===== src/rtl/alu_pkg.sv =====
// alu_pkg: shared constants and types for the ALU slice.
//   - opcode / funct codes of the supported MIPS instructions
//   - bit positions of the flag vector
//   - decoded operation enum and barrel-shifter mode enum
//   - helper for 16-bit immediate sign extension
package alu_pkg;

  // Primary opcodes (instruction[31:26])
  localparam logic [5:0] OPC_RTYPE = 6'h00;
  localparam logic [5:0] OPC_BEQ   = 6'h04;
  localparam logic [5:0] OPC_BNE   = 6'h05;
  localparam logic [5:0] OPC_ADDI  = 6'h08;
  localparam logic [5:0] OPC_ADDIU = 6'h09;
  localparam logic [5:0] OPC_SLTI  = 6'h0A;
  localparam logic [5:0] OPC_SLTIU = 6'h0B;
  localparam logic [5:0] OPC_LW    = 6'h23;
  localparam logic [5:0] OPC_SW    = 6'h2B;

  // R-type function codes (instruction[5:0])
  localparam logic [5:0] FN_SLL  = 6'h00;
  localparam logic [5:0] FN_SRL  = 6'h02;
  localparam logic [5:0] FN_SRA  = 6'h03;
  localparam logic [5:0] FN_SLLV = 6'h04;
  localparam logic [5:0] FN_SRLV = 6'h06;
  localparam logic [5:0] FN_SRAV = 6'h07;
  localparam logic [5:0] FN_ADD  = 6'h20;
  localparam logic [5:0] FN_ADDU = 6'h21;
  localparam logic [5:0] FN_SUB  = 6'h22;
  localparam logic [5:0] FN_SUBU = 6'h23;
  localparam logic [5:0] FN_AND  = 6'h24;
  localparam logic [5:0] FN_OR   = 6'h25;
  localparam logic [5:0] FN_XOR  = 6'h26;
  localparam logic [5:0] FN_NOR  = 6'h27;
  localparam logic [5:0] FN_SLT  = 6'h2A;
  localparam logic [5:0] FN_SLTU = 6'h2B;

  // Flag vector bit positions
  localparam int unsigned FLAG_OVF  = 0;
  localparam int unsigned FLAG_NEG  = 1;
  localparam int unsigned FLAG_ZERO = 2;

  typedef enum logic [4:0] {
    OP_NONE   = 5'd0,
    OP_ADD    = 5'd1,
    OP_ADDU   = 5'd2,
    OP_SUB    = 5'd3,
    OP_SUBU   = 5'd4,
    OP_AND    = 5'd5,
    OP_OR     = 5'd6,
    OP_XOR    = 5'd7,
    OP_NOR    = 5'd8,
    OP_SLT    = 5'd9,
    OP_SLTU   = 5'd10,
    OP_SHIFT  = 5'd11,
    OP_ADDI   = 5'd12,
    OP_ADDIU  = 5'd13,
    OP_SLTI   = 5'd14,
    OP_SLTIU  = 5'd15,
    OP_MEM    = 5'd16,
    OP_BRANCH = 5'd17
  } alu_op_e;

  typedef enum logic [1:0] {
    SH_LL = 2'd0,
    SH_RL = 2'd1,
    SH_RA = 2'd2
  } shift_mode_e;

  function automatic logic [31:0] sext16(input logic [15:0] imm);
    return {{16{imm[15]}}, imm};
  endfunction

endpackage


===== src/rtl/alu_shifter.sv =====
// alu_shifter: combinational 32-bit barrel shifter.
//   data    in  32  value to shift
//   amount  in  5   shift distance
//   mode    in  2   SH_LL logical left, SH_RL logical right, SH_RA arithmetic right
//   shifted out 32  shifted value (0 for an undefined mode)
module alu_shifter
  import alu_pkg::*;
(
  input  logic [31:0] data,
  input  logic [4:0]  amount,
  input  shift_mode_e mode,
  output logic [31:0] shifted
);

  // Select shift direction / fill
  always_comb begin
    shifted = 32'd0;
    case (mode)
      SH_LL:   shifted = data << amount;
      SH_RL:   shifted = data >> amount;
      SH_RA:   shifted = 32'($signed(data) >>> amount);
      default: shifted = 32'd0;
    endcase
  end

endmodule


===== src/rtl/alu.sv =====
// alu: single-cycle MIPS-style ALU with one output register stage.
//   clock        in  1   rising-edge clock
//   reset_n      in  1   asynchronous active-low reset
//   instruction  in  32  opcode[31:26] shamt[10:6] funct[5:0] imm[15:0]
//   regA         in  32  rs operand, source of every shift
//   regB         in  32  rt operand, variable shift amount in [4:0]
//   result       out 32  registered result
//   flags        out 3   registered {zero, negative, overflow}
// Build option: define ALU_VSHIFT_EN to include sllv/srlv/srav; otherwise
// those funct codes decode as unsupported.
module alu
  import alu_pkg::*;
(
  input  logic        clock,
  input  logic        reset_n,
  input  logic [31:0] instruction,
  input  logic [31:0] regA,
  input  logic [31:0] regB,
  output logic [31:0] result,
  output logic [2:0]  flags
);

  logic [5:0]  opcode_s;
  logic [5:0]  funct_s;
  logic [31:0] imm_s;
  alu_op_e     op_s;
  shift_mode_e sh_mode_s;
  logic [4:0]  sh_amt_s;
  logic [31:0] sh_out_s;
  logic [31:0] add_s, sub_s, addi_s;
  logic        ovf_add_s, ovf_sub_s, ovf_addi_s;
  logic [31:0] res_s;
  logic [2:0]  flg_s;
  logic        unused_s;

  assign opcode_s = instruction[31:26];
  assign funct_s  = instruction[5:0];
  assign imm_s    = sext16(instruction[15:0]);
  // rs/rt register-number fields are not needed by the ALU itself
  assign unused_s = &{1'b0, instruction[25:16]};

  // Decode opcode/funct into an operation and shifter controls
  always_comb begin
    op_s      = OP_NONE;
    sh_mode_s = SH_LL;
    sh_amt_s  = instruction[10:6];
    case (opcode_s)
      OPC_RTYPE: begin
        case (funct_s)
          FN_ADD:  op_s = OP_ADD;
          FN_ADDU: op_s = OP_ADDU;
          FN_SUB:  op_s = OP_SUB;
          FN_SUBU: op_s = OP_SUBU;
          FN_AND:  op_s = OP_AND;
          FN_OR:   op_s = OP_OR;
          FN_XOR:  op_s = OP_XOR;
          FN_NOR:  op_s = OP_NOR;
          FN_SLT:  op_s = OP_SLT;
          FN_SLTU: op_s = OP_SLTU;
          FN_SLL:  begin op_s = OP_SHIFT; sh_mode_s = SH_LL; end
          FN_SRL:  begin op_s = OP_SHIFT; sh_mode_s = SH_RL; end
          FN_SRA:  begin op_s = OP_SHIFT; sh_mode_s = SH_RA; end
`ifdef ALU_VSHIFT_EN
          FN_SLLV: begin op_s = OP_SHIFT; sh_mode_s = SH_LL; sh_amt_s = regB[4:0]; end
          FN_SRLV: begin op_s = OP_SHIFT; sh_mode_s = SH_RL; sh_amt_s = regB[4:0]; end
          FN_SRAV: begin op_s = OP_SHIFT; sh_mode_s = SH_RA; sh_amt_s = regB[4:0]; end
`endif
          default: op_s = OP_NONE;
        endcase
      end
      OPC_ADDI:  op_s = OP_ADDI;
      OPC_ADDIU: op_s = OP_ADDIU;
      OPC_SLTI:  op_s = OP_SLTI;
      OPC_SLTIU: op_s = OP_SLTIU;
      OPC_LW:    op_s = OP_MEM;
      OPC_SW:    op_s = OP_MEM;
      OPC_BEQ:   op_s = OP_BRANCH;
      OPC_BNE:   op_s = OP_BRANCH;
      default:   op_s = OP_NONE;
    endcase
  end

  alu_shifter u_shifter (
    .data    (regA),
    .amount  (sh_amt_s),
    .mode    (sh_mode_s),
    .shifted (sh_out_s)
  );

  assign add_s  = regA + regB;
  assign sub_s  = regA - regB;
  assign addi_s = regA + imm_s;

  // Signed overflow: operands agree in sign (B inverted for sub) but the sum does not
  assign ovf_add_s  = (regA[31] == regB[31])  && (add_s[31]  != regA[31]);
  assign ovf_sub_s  = (regA[31] != regB[31])  && (sub_s[31]  != regA[31]);
  assign ovf_addi_s = (regA[31] == imm_s[31]) && (addi_s[31] != regA[31]);

  // Operation result and flag generation
  always_comb begin
    res_s = 32'd0;
    flg_s = 3'b000;
    case (op_s)
      OP_ADD:    begin res_s = add_s;  flg_s[FLAG_OVF] = ovf_add_s;  end
      OP_ADDU:   res_s = add_s;
      OP_SUB:    begin res_s = sub_s;  flg_s[FLAG_OVF] = ovf_sub_s;  end
      OP_SUBU:   res_s = sub_s;
      OP_AND:    res_s = regA & regB;
      OP_OR:     res_s = regA | regB;
      OP_XOR:    res_s = regA ^ regB;
      OP_NOR:    res_s = ~(regA | regB);
      OP_SLT:    res_s = {31'd0, $signed(regA) < $signed(regB)};
      OP_SLTU:   res_s = {31'd0, regA < regB};
      OP_SHIFT:  res_s = sh_out_s;
      OP_ADDI:   begin res_s = addi_s; flg_s[FLAG_OVF] = ovf_addi_s; end
      OP_ADDIU:  res_s = addi_s;
      OP_SLTI:   res_s = {31'd0, $signed(regA) < $signed(imm_s)};
      OP_SLTIU:  res_s = {31'd0, regA < imm_s};
      OP_MEM:    res_s = addi_s;
      OP_BRANCH: begin res_s = sub_s; flg_s[FLAG_ZERO] = (regA == regB); end
      default:   begin res_s = 32'd0; flg_s = 3'b000; end
    endcase
    // Compare-class ops report their outcome on the negative flag
    if (op_s == OP_SLT || op_s == OP_SLTU || op_s == OP_SLTI || op_s == OP_SLTIU) begin
      flg_s[FLAG_NEG] = res_s[0];
    end else begin
      flg_s[FLAG_NEG] = 1'b0;
    end
  end

  // Output register stage
  always_ff @(posedge clock or negedge reset_n) begin
    if (!reset_n) begin
      result <= 32'd0;
      flags  <= 3'b000;
    end else begin
      result <= res_s;
      flags  <= flg_s;
    end
  end

endmodule


===== config.mk =====
export PLATFORM = sky130hd
export DESIGN_NAME = alu
export DESIGN_NICKNAME = d
export VERILOG_FILES = /design/src/rtl/alu_pkg.sv /design/src/rtl/alu_shifter.sv /design/src/rtl/alu.sv
export SDC_FILE = /design/constraint.sdc
export NUM_CORES = 1
export LEC_CHECK = 0
export CAP_MARGIN = 10
export CORE_ASPECT_RATIO = 0.7
export CORE_MARGIN = 3
export CORE_UTILIZATION = 55
export DETAILED_ROUTE_END_ITERATION = 10
export PLACE_DENSITY_LB_ADDON = 0.25
export SLEW_MARGIN = 5
export SYNTH_ARGS = -nofsm -noshare
export SYNTH_HDL_FRONTEND = slang
export SYNTH_HIERARCHICAL = 1
export SYNTH_SLANG_ARGS = --single-unit

===== constraint.sdc =====
create_clock -name clock -period 0.8 [get_ports clock]
set_clock_uncertainty 0.05 [all_clocks]
set_input_delay 0.2 -clock clock [delete_from_list [all_inputs] [get_ports clock]]
set_output_delay 0.2 -clock clock [all_outputs]
set_load 0.02 [all_outputs]

==> results_dict.tcl, run 1 <==
set metrics [dict create \
    yosysTopAreaCell "ha_1" \
    ctsResizeCount 1081 \
    synth_top_area_share 0.149 \
    htreeDepth 2 \
    syn_area_per_cell_um2 7.58 \
    synthArstFlopShare 1.00 \
    numCtsBuffers 5 \
    synth_top_family_by_area "compound AO/OA/AOI/OAI gates" \
    ctsHoldBuffers 1 \
    place_hpwl_um 59600 \
    ys_types 92 \
    root_buffer "clkbuf_16" \
    synth.top_cells.by_area "ha_1 (15%), mux4_2 (8.3%), dfrtp_1 (6.6%)" \
    rows 46 \
    globalplace.congestion 1.28 \
    synth_mux_area_frac 0.170 \
    ys_ff_latch 35 \
    yosysWarnings 6 \
    status "aborted with a tool error" \
    ys_seq_area_frac 0.0658 \
    stop_stage "4_1_cts" \
    syn_area_um2 13300 \
    cts_buffer_depth 2 \
    start_util 0.574 \
    die_width_um 192 \
    synthAdderAreaFrac 0.154 \
    synth_compound_area_frac 0.314 \
    dp.cells 2739 \
    synth_edf_count 0 \
    die_h_um 136 \
    synthCells 1757 \
    cts_sinks 35 \
    synth-simple-area-share 0.190 \
    dp_slack_ns -3.09 \
    yosys_most_used_dff "dfrtp_1" \
    portBuffers 122 \
    synthXorXnorAreaFrac 0.0217 \
    syn_nets 2017 \
    ios 133 \
    tool.error "[ERROR DPL-0038] Utilization greater than 100%, impossible to legalize" \
    cts_setup_buffers 159 \
]
cell families after synthesis:
group / after synthesis
flip-flops: 35
adder cells (fa/ha/maj): 162
XOR/XNOR: 33
AND/OR/NAND/NOR: 514
buffers and inverters: 263
AO/OA/AOI/OAI: 605
multiplexers: 145
metrics by stage:
stage / area, um^2 / hold WS, ns / TNS [ns]
global placement: 20100 / 0.129 / -103.15
detailed placement: 20100 / 0.137 / -107.45
floorplan: 13800 / -0.146 / -62.87
Yosys cell counts, types with 10 or more instances:
library cell	count
clkbuf_1	77
nor2b_1	28
dfrtp_1	35
mux2i_1	66
a221oi_1	25
nor2_1	118
a222oi_1	12
mux2_2	19
o21bai_1	20
a22oi_1	11
inv_1	136
a221o_1	14
a31oi_1	14
mux4_2	49
a21o_1	19
nand3_1	37
nand2_1	156
o31ai_1	16
o211ai_1	41
mux4_1	11
nand2b_1	22
buf_2	25
o2111ai_1	13
o21ai_0	131
or3_1	12
ha_1	159
nor3_1	57
o21a_1	11
o22ai_1	22
a21oi_1	126
o221ai_1	11
nor4_1	10
buf_6	10
a211oi_1	25
nand4_1	11
xnor2_1	25
==> inputs of run 2 (changes only) <==
--- a/config.mk
+++ b/config.mk
@@ -6,11 +6,10 @@
 export NUM_CORES = 1
 export LEC_CHECK = 0
 export CAP_MARGIN = 10
-export CORE_ASPECT_RATIO = 0.7
 export CORE_MARGIN = 3
-export CORE_UTILIZATION = 55
+export CORE_UTILIZATION = 40
 export DETAILED_ROUTE_END_ITERATION = 10
-export PLACE_DENSITY_LB_ADDON = 0.25
+export PLACE_DENSITY_LB_ADDON = 0.15
 export SLEW_MARGIN = 5
 export SYNTH_ARGS = -nofsm -noshare
 export SYNTH_HDL_FRONTEND = slang
==> constraint.sdc (replaced) <==
create_clock -name clock -period 1.04 [get_ports clock]
set_clock_uncertainty 0.05 [all_clocks]
set_input_delay 0.26 -clock clock [delete_from_list [all_inputs] [get_ports clock]]
set_output_delay 0.26 -clock clock [all_outputs]
set_load 0.02 [all_outputs]
==> run 2 against run 1 <==
The flow now finishes, with violations (negative setup slack). Synthesized cell count stayed put. Synthesized area stayed put.
==> results_dict.tcl, run 2 <==
set metrics [dict create \
    status "finished, violations left" \
    violations "negative setup slack" \
    stdcell_count 3105 \
    layout_commonest_cell "buf_4" \
    finalCritPeriodShare 2.91 \
    yosys_most_used_dff "dfrtp_1" \
    globalplace.congestion 1.08 \
    worst_ep_required_time_ns 1.17 \
    start_util 0.407 \
    largestRegisters "result x32, flags x3" \
    cts_sinks 35 \
    seqCellArea_um2 876 \
    drv_slew 0 \
    htreeDepth 2 \
    ys_types 92 \
    synth_common_cells "ha_1 (159), nand2_1 (156), inv_1 (136)" \
    cp_slowest_cell "or4_4" \
    yosysWarnings 6 \
    synth.top_cells.by_area "ha_1 (15%), mux4_2 (8.3%), dfrtp_1 (6.6%)" \
    num_vias 19900 \
    final_cell_mix "buf_4 (746), buf_6 (153), nand2_1 (143)" \
    crit_path_cell_trace "buf_8 -> clkinvlp_4 -> buf_6 -> ha_4 -> or4_4 -> or3_4 -> nor4b_4 -> a221oi_2 -> a31oi_4 -> a221oi_4 -> buf_4 -> xor2_1 -> buf_4 -> a22oi_1 -> o211ai_1" \
    vias_per_cell 6.41 \
    grt_pass1_wl_um 123000 \
    place_hpwl_um 62800 \
    synth_edf_count 0 \
    antenna_found_initial 4 \
    grt_overflow_total 0 \
    slew_headroom 0.451 \
    fmax_mhz 330 \
    core_um2 32700 \
    hold_path_class "in -> async" \
    avgRoutedWirePerCell_um 27.4 \
    portBuffers 122 \
    rsz0062_at_grt "true" \
    synth_top_area_share 0.149 \
    path_common_cell "buf_4" \
    worst_slack_ns -1.99 \
    nNetsFinal 2920 \
    synthMostInstantiatedCell "ha_1" \
    grt_pass1_vias 19700 \
    timing_worst_setup_path_type "in -> reg" \
    area_growth_pct 89.6 \
    total_power_mw 17.0 \
    finalHoldViolations 0 \
    first_iter_violations 2444 \
    syn_nets 2017 \
    arrival_ns 3.16 \
    die_h_um 188 \
    endpoint_kind "flop" \
    worstMarginPinSlew_ns 0.801 \
    peakVddDrop_mv 0.619 \
    ys_ff_latch 35 \
    multiInputGateArea_um2 14100 \
    final_antenna_net_count 0 \
    synthArstFlopShare 1.00 \
    p_leak_nw 11.4 \
    cts_buffer_depth 2 \
    grt_max_degree 42 \
    powerDensity_nw_per_um2 675 \
    drive_above_1_share 0.565 \
    clk_pin_slew_ns 0.07 \
    top_register "result" \
    numCtsBuffers 5 \
    syn_area_per_cell_um2 7.58 \
    first_pass_iters 7 \
    yosysTopAreaCell "ha_1" \
    num-fill-cells 2272 \
    syn_area_um2 13300 \
    synthCells 1757 \
    critPathMaxFanout 6 \
    dp.cells 2926 \
    rows 66 \
    grt.total_usage 0.458 \
    ios 133 \
    period_needed_ns 3.03 \
    root_buffer "clkbuf_16" \
    die_width_um 188 \
    drc_errors 0 \
    final_util 0.772 \
    ys_seq_area_frac 0.0658 \
    finalSetupViolCount 70 \
    holdWs_ns 0.322 \
    cpPeakStageDelay_ns 0.48 \
    fp.dieArea_um2 35500 \
    maxCapViolCount 0 \
    startpoint_type "input port" \
    largest_reg_flops 32 \
    cts_tree "yes" \
    routed_wirelength_um 85100 \
]
-- run 2: cell counts after synthesis --
No cell type changed its count.
-- run 2: worst paths after layout --
check | end | cells past startpoint | startpoint
min in group clock | result[6] | 5 | regA[6]
worst max-delay path | result[25] | 15 | instruction[15]
worst min-delay path | result[5] | 2 | reset_n
max in group asynchronous | result[18] | 3 | reset_n
-- run 2: repair_timing --
| item | 4_1_cts | 5_1_grt |
|---|---|---|
| hold endpoints to repair | 7 | 0 |
| buffers inserted | 155 | 43 |
| cloned | 3 | 0 |
| pin swaps | 230 | 148 |
| setup endpoints to repair | 70 | 70 |
| hold buffers | 1 | 0 |
| gates resized for setup | 1016 | 137 |
-- run 2: power by group --
part	internal, mW	switching [mW]	leakage, nW	total [mW]
Clock	1.14	0.840	0.0838	1.98
Combinational	6.50	6.95	10.9	13.5
Sequential	1.50	0.103	0.462	1.60
Total	9.14	7.89	11.4	17.0
-- run 2: cell families (layout without fill, tap and decap cells) --
| kind of cell | count (synthesis) | in the layout | share of synthesized area |
|---|---|---|---|
| buffers and inverters | 263 | 1167 | 0.0850 |
| flip-flops | 35 | 35 | 0.0658 |
| AND/OR/NAND/NOR | 514 | 514 | 0.190 |
| adder cells (fa/ha/maj) | 162 | 162 | 0.154 |
| multiplexers | 145 | 145 | 0.170 |
| AO/OA/AOI/OAI | 605 | 605 | 0.314 |
| other | 0 | 2 | 0 |
| XOR/XNOR | 33 | 33 | 0.0217 |
-- run 2: final cells by class --
class                      count  share of cell area
inverter                     139              0.0227
clock inverter                 3             0.00173
timing repair buffer        1020               0.354
antenna                        2            0.000198
multi-input combinational   1459               0.560
tap                          442              0.0219
sequential                    35              0.0347
clock buffer                   5             0.00496
-- run 2: metal layers --
metal	track usage	vias up	wire, um
met5	0	-	15
met4	0.363	2	9500
met3	0.0956	496	8860
met2	0.718	1451	36600
met1	0.544	9451	30200
li1	-	8494	-
-- run 2: worst max-delay path: cells and delay by family --
| kind | cells | cell delay [ns] |
|---|---|---|
| buffers and inverters | 5 | 0.75 |
| AO/OA/AOI/OAI | 5 | 0.65 |
| XOR/XNOR | 1 | 0.14 |
| AND/OR/NAND/NOR | 3 | 1.14 |
| adder cells (fa/ha/maj) | 1 | 0.21 |
-- run 2: per-stage QoR --
| step | setup WS [ns] | setup TNS [ns] | cell area [um^2] |
|---|---|---|---|
| after floorplan | -2.04 | -56.57 | 13800 |
| after global placement | -2.90 | -96.80 | 20700 |
| after detailed placement | -2.99 | -97.80 | 20700 |
| after CTS | -2.07 | -62.21 | 24500 |
| after global routing | -2.06 | -67.04 | 25200 |
| final | -1.99 | -64.35 | 25300 |
Power figures use the tool's default switching activity.
==> inputs of run 3 (changes only) <==
--- a/config.mk
+++ b/config.mk
@@ -6,8 +6,9 @@
 export NUM_CORES = 1
 export LEC_CHECK = 0
 export CAP_MARGIN = 10
-export CORE_MARGIN = 3
+export CORE_MARGIN = 4
 export CORE_UTILIZATION = 40
+export CTS_BUF_LIST = sky130_fd_sc_hd__clkbuf_16
 export DETAILED_ROUTE_END_ITERATION = 10
 export PLACE_DENSITY_LB_ADDON = 0.15
 export SLEW_MARGIN = 5
==> run 3 against run 2 <==
The run still ends with negative setup slack left. Routed wire length down 0.90%. Worst setup slack is essentially flat. First-iteration DRC count fell by 1.6%. Hold slack improved by 0.068 ns. Critical path depth down 1. Fmax barely moved. Highest routed layer is now met4. Critical endpoint is now result[27]. Cell count is essentially flat. Non-clock buffer count is 4 higher. Sequential power about the same.
==> results_dict.tcl, run 3 (same netlist as run 2, synthesis figures left out) <==
set metrics [dict create \
    root_buffer "clkbuf_16" \
    globalplace.congestion 1.12 \
    multiInputGateArea_um2 14100 \
    top_register "result" \
    p_clk_frac 0.098 \
    nNetsFinal 2924 \
    swShare 0.467 \
    routed_wirelength_um 84400 \
    finalCritPeriodShare 2.91 \
    largest_reg_flops 32 \
    slew_headroom 0.532 \
    finalSetupViolCount 70 \
    area_growth_pct 90.2 \
    cts_buffer_depth 2 \
    grt_pass1_vias 19700 \
    timing_worst_setup_path_type "in -> reg" \
    endpoint_kind "flop" \
    arrival_ns 3.16 \
    first_pass_iters 8 \
    fp.dieArea_um2 36300 \
    critPathMaxFanout 4 \
    startpoint_type "input port" \
    place_hpwl_um 62600 \
    grt_overflow_total 0 \
    portBuffers 122 \
    start_util 0.407 \
    p_leak_nw 11.5 \
    final_cell_mix "buf_4 (737), buf_6 (144), nand2_1 (141)" \
    largestRegisters "result x32, flags x3" \
    dp.cells 2947 \
    grt_pass1_wl_um 120000 \
    htreeDepth 2 \
    hold_path_class "in -> reg" \
    numCtsBuffers 5 \
    clk_pin_slew_ns 0.07 \
    drc_errors 0 \
    num_vias 19900 \
    num-fill-cells 2313 \
    p_int_mw 8.94 \
    switchingPower_mw 7.84 \
    status "finished, violations left" \
    cts_sinks 35 \
    antenna_found_initial 0 \
    vias_per_cell 6.40 \
    worst_ep_required_time_ns 1.18 \
    layout_commonest_cell "buf_4" \
    powerDensity_nw_per_um2 662 \
    final_antenna_net_count 0 \
    p_seq_frac 0.096 \
    holdWs_ns 0.389 \
    ios 133 \
    finalHoldViolations 0 \
    fmax_mhz 330 \
    avgRoutedWirePerCell_um 27.2 \
    peakVddDrop_mv 0.715 \
    cts_tree "yes" \
    core_um2 32700 \
    die_width_um 190 \
    stdcell_count 3107 \
    pwr-share-comb 0.806 \
    violations "negative setup slack" \
    rows 66 \
    die_h_um 190 \
    first_iter_violations 2405 \
    grt.total_usage 0.434 \
    rsz0062_at_grt "true" \
    grt_max_degree 36 \
    drive_above_1_share 0.562 \
    worstMarginPinSlew_ns 0.699 \
    worst_slack_ns -1.99 \
    seqCellArea_um2 876 \
    maxCapViolCount 0 \
    drv_slew 0 \
    period_needed_ns 3.03 \
]
==> run 3: cell count changes in the layout (fill, tap and decap cells not counted), moves of 6 or more <==
| cell | before | now |
|---|---|---|
| ha_4 | 62 | 47 |
| dlygate4sd2_1 | 16 | 10 |
| clkbuf_2 | 4 | 12 |
| buf_4 | 746 | 737 |
| buf_12 | 38 | 48 |
| buf_6 | 153 | 144 |
| ha_1 | 90 | 100 |
==> run 3: final cells by class <==
type | instances | area share
inverter | 139 | 0.0228
antenna | 1 | 0.0000988
multi-input combinational | 1459 | 0.555
timing repair buffer | 1024 | 0.361
clock inverter | 2 | 0.000346
tap | 442 | 0.0218
sequential | 35 | 0.0346
clock buffer | 5 | 0.00494
==> run 3: power by group through the flow <==
stage	Combinational (mW)	Sequential (mW)	Clock, mW
5_1_grt	14.0	1.61	1.70
4_1_cts	12.1	1.60	1.64
6_report	13.5	1.60	1.65
2_1_floorplan	4.58	1.75	0
3_3_place_gp	10.4	1.59	0
3_5_place_dp	10.6	1.59	0
==> run 3: per-layer routing <==
layer	vias up	track usage	wire length (um)
met3	466	0.0974	8990
li1	8483	-	-
met4	0	0.349	8780
met1	9517	0.517	30100
met2	1434	0.672	36500
met5	-	0	0
==> run 3: through the flow <==
stage	setup WS, ns	power, mW	cell area [um^2]	util	setup TNS (ns)
2_1_floorplan	-2.04	6.33	13800	-	-56.57
3_3_place_gp	-2.78	12.0	21000	0.643	-95.81
3_5_place_dp	-2.78	12.1	21000	0.643	-96.73
4_1_cts	-2.06	15.4	24000	0.734	-63.94
5_1_grt	-2.09	17.3	25300	0.774	-66.26
6_report	-1.99	16.8	25300	0.775	-64.05
==> run 3: worst paths after layout <==
kind / start / endpoint / cells after the start
min in group asynchronous: reset_n / result[7] / 3
min: regB[6] / result[6] / 5
max: instruction[15] / result[27] / 14
max in group asynchronous: reset_n / result[22] / 3
==> run 3: repair_timing <==
action,in CTS,in global routing
buffers inserted,114,71
hold buffers,1,0
endpoints found under the setup margin,70,70
gates cloned,4,4
resized for setup,864,284
endpoints found under the hold margin,35,0
pin swaps,206,184
==> run 3: critical path: stages <==
cell and delay (ns):
buf_8 0.08, clkinvlp_4 0.12, buf_6 0.15, ha_4 0.21
or4_4 0.52, or3_4 0.41, nor4b_4 0.27, a221oi_4 0.11
a31oi_4 0.23, a221oi_4 0.11, nor4b_4 0.15, o41ai_2 0.27
buf_4 0.18, o2111ai_2 0.09
